`src/rtl/piso.sv`:
```
// Parameterised parallel-in, serial-out shift register.
// A load captures an n-bit word; it then leaves one bit per clock on serial_out.
module piso #(
    parameter int   n         = 4,
    parameter bit   MSB_FIRST = 1'b1,
    parameter logic FILL      = 1'b0
) (
    input  logic         clk,
    input  logic         rst,
    input  logic         load,
    input  logic [n-1:0] parallel_in,
    output logic         serial_out,
    output logic         busy,
    output logic         last_bit
);

    localparam int CW = $clog2(n + 1);

    logic [n-1:0]  shift_reg;
    logic [n-1:0]  shift_next;
    logic [CW-1:0] count;

    // A one-bit register has no bits to keep, so it simply takes the fill value.
    generate
        if (n == 1) begin : g_single
            assign shift_next = FILL;
        end else if (MSB_FIRST) begin : g_msb
            assign shift_next = {shift_reg[n-2:0], FILL};
        end else begin : g_lsb
            assign shift_next = {FILL, shift_reg[n-1:1]};
        end
    endgenerate

    // Data and remaining-bit counter; priority is reset, then load, then shift.
    always_ff @(posedge clk) begin
        if (rst) begin
            shift_reg <= '0;
            count     <= '0;
        end else if (load) begin
            shift_reg <= parallel_in;
            count     <= CW'(n);
        end else begin
            shift_reg <= shift_next;
            if (count != '0) begin
                count <= count - CW'(1);
            end else begin
                count <= count;
            end
        end
    end

    // All outputs decode registered state only.
    assign serial_out = MSB_FIRST ? shift_reg[n-1] : shift_reg[0];
    assign busy       = (count != '0);
    assign last_bit   = (count == CW'(1));

endmodule

```
`config.mk`:
```
export PLATFORM = sky130hd
export DESIGN_NAME = piso
export DESIGN_NICKNAME = d
export VERILOG_FILES = /design/src/rtl/piso.sv
export SDC_FILE = /design/constraint.sdc
export NUM_CORES = 1
export LEC_CHECK = 0
export CAP_MARGIN = 20
export CORE_AREA = 2 2 39 41
export DETAILED_ROUTE_END_ITERATION = 8
export DIE_AREA = 0 0 41 43
export GPL_ROUTABILITY_DRIVEN = 0
export PLACE_DENSITY = 0.5
export SYNTH_ARGS = -nofsm -noshare
export SYNTH_HDL_FRONTEND = slang
export SYNTH_SLANG_ARGS = --single-unit
```
`constraint.sdc`:
```
create_clock -name clk -period 3.75 [get_ports clk]
set_clock_uncertainty 0.2 [all_clocks]
set_input_delay 0.5625 -clock clk [delete_from_list [all_inputs] [get_ports clk]]
set_output_delay 0.5625 -clock clk [all_outputs]
set_load 0.01 [all_outputs]
```
; ---- After elaboration in Yosys (flattened, before gate mapping)
; Index checks and enable logic that the tools add are counted.
[word_totals]
register_bits = 7
input_bits = 7
out_inout_bits = 3
[op_classes]
n_addsub = 1
n_eq_ne = 1
mux = 3
bitwise_logic = 1
reduce_logical = 4
[ops]
columns = op, n
row1 = two-way mux 3 bit, 2
row2 = two-way mux 4 bit, 1
row3 = OR reduction 2 bit, 2
row4 = "== test 3 x 1 -> 1 bit, second input constant", 1
row5 = nonzero test 3 bit, 1
row6 = "subtractor 3 x 1 -> 3 bit, second input constant", 1
row7 = nonzero test 2 bit, 1
row8 = inverter 1 bit, 1

; ---- Longest topological paths before layout
; Gate-level depths: netlist (run 1).
[depth]
ltp_word = 3
depth_mapped = 5
mapped_depth_nobuf = 5

; ---- Least setup slack after synthesis (run 1)
; Ideal clock, no wire load.
[synth_path]
path_kind = register to output
start = reg count[0]
end = out busy
t_arrival_ns = 0.741
required_ns = 2.987
setup_slack_ns = 2.246
stages_incl_launch_ff = 4
cell_sequence = dfxtp_1 inv_1 ha_1 nand2b_4
[synth_between]
elab_chain_cells = 1
[synth_rtl]
columns = item, line
row1 = from (decl), 21  ; logic [CW-1:0] count;
row2 = from (signal assigned), 41  ; count <= CW'(n);
row3 = from (signal assigned), 45  ; count <= count - CW'(1);
row4 = from (signal assigned), 47  ; count <= count;
row5 = nonzero test 3 bit, 54  ; assign busy = (count != '0);
row6 = to (decl), 13  ; output logic busy,
; No other way between the ends.

; ---- Worst setup path after layout (run 1)
; Same ends and word-level chain as after synthesis.

==> run metrics, run 1 <==
status=finished clean; number of global-route vias before repair=270; Tot GR Track Use=under 10%; area of the core=around 0.0014 sq mm; DP HPWL=between 400 and 500 um; total number of vias=240; final setup violation count=0; Initial Util=23.0%; Slowest cell on crit path=clkdlybuf4s50_1; Chip Width=~41 um; PD cells=428 mW/mm^2; RSZ-0062 raised after global routing=false; fillcell total=about 160; commonest non-fill, non-tap cell in the layout=clkdlybuf4s50_1; clock sinks=7; Hold Crit Class=reg -> reg; max_slew headroom=76.9%; 1st-iter DRT viols=0; P_leak=about 0.00019 uW; CP required=about 3 ns; Worst-Skew Late Latency=0.24 ns; # port buffers=9; commonest non-fill, non-tap cells in the layout=clkdlybuf4s50_1 (9), dfxtp_1 (7), nor2_1 (5); antenna violations before repair=0; Residual DRC=0; num rows=14; largest net degree at the start of global routing=8; Vias/cell=about 4.1; drt first pass iters=1; post-layout minimum cycle time=about 2.3 ns; number of flip-flops in the largest register=4; Max Transition Viols Final=0; number of placed I/O pins=10; WL met1=196 um; TritonCTS Buffers=3; Post-Syn Area per Cell=~11 sq um; Die Ht=roughly 43 um; maximum VDD drop=0.130 mV; met3 wire length=between 50 and 60 um; grt ovf=0; FMAX=429 MHz; CTS tree=done; Critical Path Start Type=flop; Tcrit/Tclk final=between 60 and 70%; fin nets=53; final hold vios=0; post-DR wirelength/cell=roughly 10 um; layout cells sized above 1=roughly 14%; # diodes=0; post-CTS resize count=0; CTS HTree Levels=1; Crit. End Element=primary output; Syn Nets=40; pre-CTS setup slack=roughly 1.7 ns; synthesized area=approximately 320 sq um; Netlist cell types=15; Syn Inst Count=30; top-area cell type share of the netlist area=around 44%; max layer used=met3; final worst slack=~1.4 ns; first-pass GRT wire length=approximately 1.1 mm; final setup TNS=0 ns; worst slew pin tran=between 0.3 and 0.4 ns; worst-path cell chain=inv_1 > ha_1 > nand2b_4 > clkdlybuf4s50_1; clk buf depth=2; CP Class=reg -> out; post-route ant nets=0; crit-path max FO=4; area grow syn2layout=41.3%; number of setup buffers added after CTS=0; #FFs+latches synth=7; critical path data arrival time=between 1.5 and 2 ns; CTS Hold Bufs=0; routed wire length=roughly 600 um; area leader, netlist=dfxtp_1; Max Cap Viol=0; WL met2=about 340 um; register area share after synthesis=between 40% and 50%; CP peak stage delay=roughly 0.53 ns; clk root buf=clkbuf_4; Worst-path clk slew=~0.050 ns; synth warn=0; final hold slack=between 0.2 and 0.3 ns; main area contributors after synthesis=dfxtp_1 (44%), ha_1 (12%), mux2i_1 (9.4%), nor2_1 (5.9%), a2111oi_2 (4.7%); Die Area=~0.0018 sq mm
path summary, 6_finish.rpt:
kind                                endpoint  cells past startpoint  slack, ns    startpoint
worst max-delay path                    busy                      4       1.42      count[0]
worst min-delay path            shift_reg[3]                      2       0.28  shift_reg[2]
worst max register to register      count[1]                      5       2.32      count[0]
worst min register to register  shift_reg[3]                      2       0.28  shift_reg[2]
kinds of logic (layout without fill, tap and decap cells):
logic type	count (synthesis)	in the layout	synth area share (%)
AOI/OAI and AO/OA	2	2	7.09
and+or+nand+nor	11	11	20.9
adders and majority gates	3	3	11.8
muxes	3	3	9.45
xor gates and xnor gates	1	1	2.76
DFF	7	7	44.1
buffers and inverters	3	15	3.94
cell type report:
type	instances	area (sq um)	area share (%)
multi-input combinational	20	165	36.8
sequential	7	140	31.2
timing repair buffer	9	90.1	20.1
clock buffer	4	26.3	5.85
tap	16	20.0	4.46
inverter	2	7.51	1.67
Yosys cell counts, drive strengths merged:
cell     count
nor3         1
ha           3
xnor2        1
nor2         6
nand2b       1
dfxtp        7
and2b        1
a2111oi      1
buf          1
inv          2
mux2i        3
nor2b        1
a211oi       1
and3b        1
through the flow:
step           instances  util [%]  power [uW]  cell area (sq um)
2_1_floorplan         30         -         111                318
3_3_place_gp          54      30.6         127                423
3_5_place_dp          54      30.6         129                423
4_1_cts               58      32.5         198                449
5_1_grt               58      32.5         210                449
6_report              58      32.5         192                449
worst max-delay path, delay by kind of cell, from the launching register on:
family / cells / cell delay (ns)
fa+ha+maj: 1 / 0.24
simple gates: 1 / 0.11
flops: 1 / 0.36
buf+inv: 2 / 0.61
report_power, final:
group | switching (uW) | internal [uW] | leakage, uW
clock | 24.8 | 40.4 | 0.0000150
combinational | 19.5 | 24.8 | 0.000116
sequential | 2.94 | 79.9 | 0.0000578
routing by layer:
layer / track usage [%] / up-vias
met5: 0 / -
met3: 4.19 / 0
li1: - / 121
met1: 9.39 / 109
met4: 6.00 / 0
met2: 15.0 / 10
Power figures use the tool's default switching activity.
==> run 2: changes to the inputs <==
- PLACE_DENSITY: 0.5 -> 0.51
- clock period: 3.75 -> 1.94 ns (I/O delays scaled with it)
==> run 2 against run 1 <==
  * Utilization is 0.18 points lower
  * Sequential share of layout area rose by 0.17 points
  * Flip-flop and latch count did not move
  * Non-clock buffer count did not move
  * Clock power up 95%
  * Largest power group unchanged
  * Highest routed layer unchanged
==> run metrics, run 2 (synthesis gave the netlist of run 1 again) <==
status=finished clean (unchanged); fin nets=53 (unchanged); Crit. End Element=primary output (unchanged); largest net degree at the start of global routing=8 (unchanged); post-DR wirelength/cell=9.59 um (was 10.1 um); Tcrit/Tclk final=between 90% and 100%; Die Ht=43 um (unchanged); post-CTS resize count=2 (was 0); TritonCTS Buffers=3 (unchanged); CTS tree=done (unchanged); CP required=1.45 ns (was 2.99 ns); Vias/cell=4.29 (was 4.14); maximum VDD drop=0.250 mV (was 0.130 mV); post-layout minimum cycle time=around 1.8 ns; worst slew pin tran=0.341 ns (was 0.345 ns); layout cells sized above 1=14.3% (unchanged); # port buffers=9 (unchanged); grt ovf=0 (unchanged); worst-path cell chain=inv_1 > ha_1 > nand2b_4 > dlygate4sd2_1 (was inv_1 > ha_1 > nand2b_4 > clkdlybuf4s50_1); PD cells=823 mW/mm^2 (was 428 mW/mm^2); Critical Path Start Type=flop (unchanged); critical path data arrival time=1.30 ns (was 1.57 ns); num rows=14 (unchanged); drt first pass iters=1 (unchanged); P_leak=0.000194 uW (was 0.000188 uW); area of the core=0.00138 sq mm (unchanged); area grow syn2layout=40.6% (was 41.3%); number of flip-flops in the largest register=4 (unchanged); final setup violation count=0 (unchanged); total number of vias=249 (was 240); Worst-Skew Late Latency=0.24 ns (about the same); Max Cap Viol=0 (unchanged); 1st-iter DRT viols=0 (unchanged); Residual DRC=0 (unchanged); Initial Util=23.0% (unchanged); RSZ-0062 raised after global routing=false (unchanged); Chip Width=41 um (unchanged); routed wire length=556 um (was 584 um); Tot GR Track Use=8.87% (was 9.46%); post-route ant nets=0 (unchanged); Slowest cell on crit path=dfxtp_1 (was clkdlybuf4s50_1); CTS HTree Levels=1 (unchanged); number of placed I/O pins=10 (unchanged); flop2flop setup slack=0.48 ns (was 2.32 ns); commonest non-fill, non-tap cells in the layout=dfxtp_1 (7), clkdlybuf4s50_1 (7), nor2_1 (5) (was clkdlybuf4s50_1 (9), dfxtp_1 (7), nor2_1 (5)); Max Transition Viols Final=0 (unchanged); antenna violations before repair=0 (unchanged); final setup TNS=0 ns (unchanged); pre-CTS setup slack=0.134 ns (was 1.67 ns); CP peak stage delay=0.36 ns (was 0.53 ns); CP Class=reg -> out (unchanged); crit-path max FO=4 (unchanged); number of setup buffers added after CTS=0 (unchanged); max_slew headroom=77.2% (was 76.9%); FMAX=558 MHz; Worst-path clk slew=0.05 ns (about the same); CTS Hold Bufs=0 (unchanged); first-pass GRT wire length=993 um (was 1.08 mm); clk buf depth=2 (unchanged); # diodes=0 (unchanged); Die Area=0.00176 sq mm (unchanged); clock sinks=7 (unchanged); Hold Crit Class=reg -> reg (unchanged); final worst slack=0.147 ns (was 1.42 ns); number of global-route vias before repair=267 (was 270); crit path buf inv count=2 (unchanged); clk root buf=clkbuf_4 (unchanged); crit-path leading delay family=flip-flops (was buffers and inverters); DP HPWL=477 um (was 467 um); final hold vios=0 (unchanged)
==> run 2: changes by cell type in the layout (fill, tap and decap cells not counted), sizes merged <==
cell	change
clkdlybuf4s50	-2
dlygate4sd2	+2
==> run 2: per-layer routing <==
| metal | routed length, um | share of wire [%] | global-route usage, % | vias up |
|---|---|---|---|---|
| met5 | 0 | 0 | 0 | - |
| met2 | 321 | 58 | 13.1 | 10 |
| met3 | 44 | 7.9 | 3.66 | 0 |
| met1 | 191 | 34 | 8.79 | 115 |
| li1 | - | - | - | 124 |
| met4 | 0 | 0 | 8.00 | 0 |
==> run 2: final cells by class <==
type,instances,area (sq um)
multi-input cells,20,165
fillers,153,937
flip-flops and latches,7,140
clock buffers,4,26.3
inverters,2,7.51
well taps,16,20.0
repair buffers,9,87.6
==> run 2: power breakdown <==
group          internal (uW)  total (uW)  switching (uW)
registers                155         161            6.07
logic                   43.9        80.1            36.2
clock network           78.2         127            48.7
total                    277         368            91.1
==> run 2: stage by stage <==
step	std cells	area (sq um)	util [%]	hold WS, ns	power, uW
global route	58	447	32.3	0.320	400
floorplan	30	318	-	0.163	214
finish	58	447	32.3	0.272	368
detailed placement	54	423	30.6	0.266	249
global placement	54	423	30.6	0.252	247
CTS	58	447	32.3	0.278	380
==> run 2: path summary, 6_finish.rpt <==
check          startpoint            to  depth (start not counted)
max              count[0]          busy                          4
min          shift_reg[2]  shift_reg[3]                          2
min reg2reg  shift_reg[2]  shift_reg[3]                          2
max reg2reg      count[0]      count[1]                          5
==> run 2: worst reg2reg max path, delay by kind of cell, from the launching register on <==
| family | cells | cell delay (ns) |
|---|---|---|
| AND/OR/NAND/NOR | 2 | 0.15 |
| adder cells (fa/ha/maj) | 1 | 0.24 |
| flip-flops | 1 | 0.36 |
| AO/OA/AOI/OAI | 1 | 0.32 |
| buffers and inverters | 1 | 0.08 |
==> run 3: changes to the inputs <==
- SLEW_MARGIN: unset -> 20
==> results of run 3 <==
The final DEF is identical to that of run 2; final timing and power are the same.
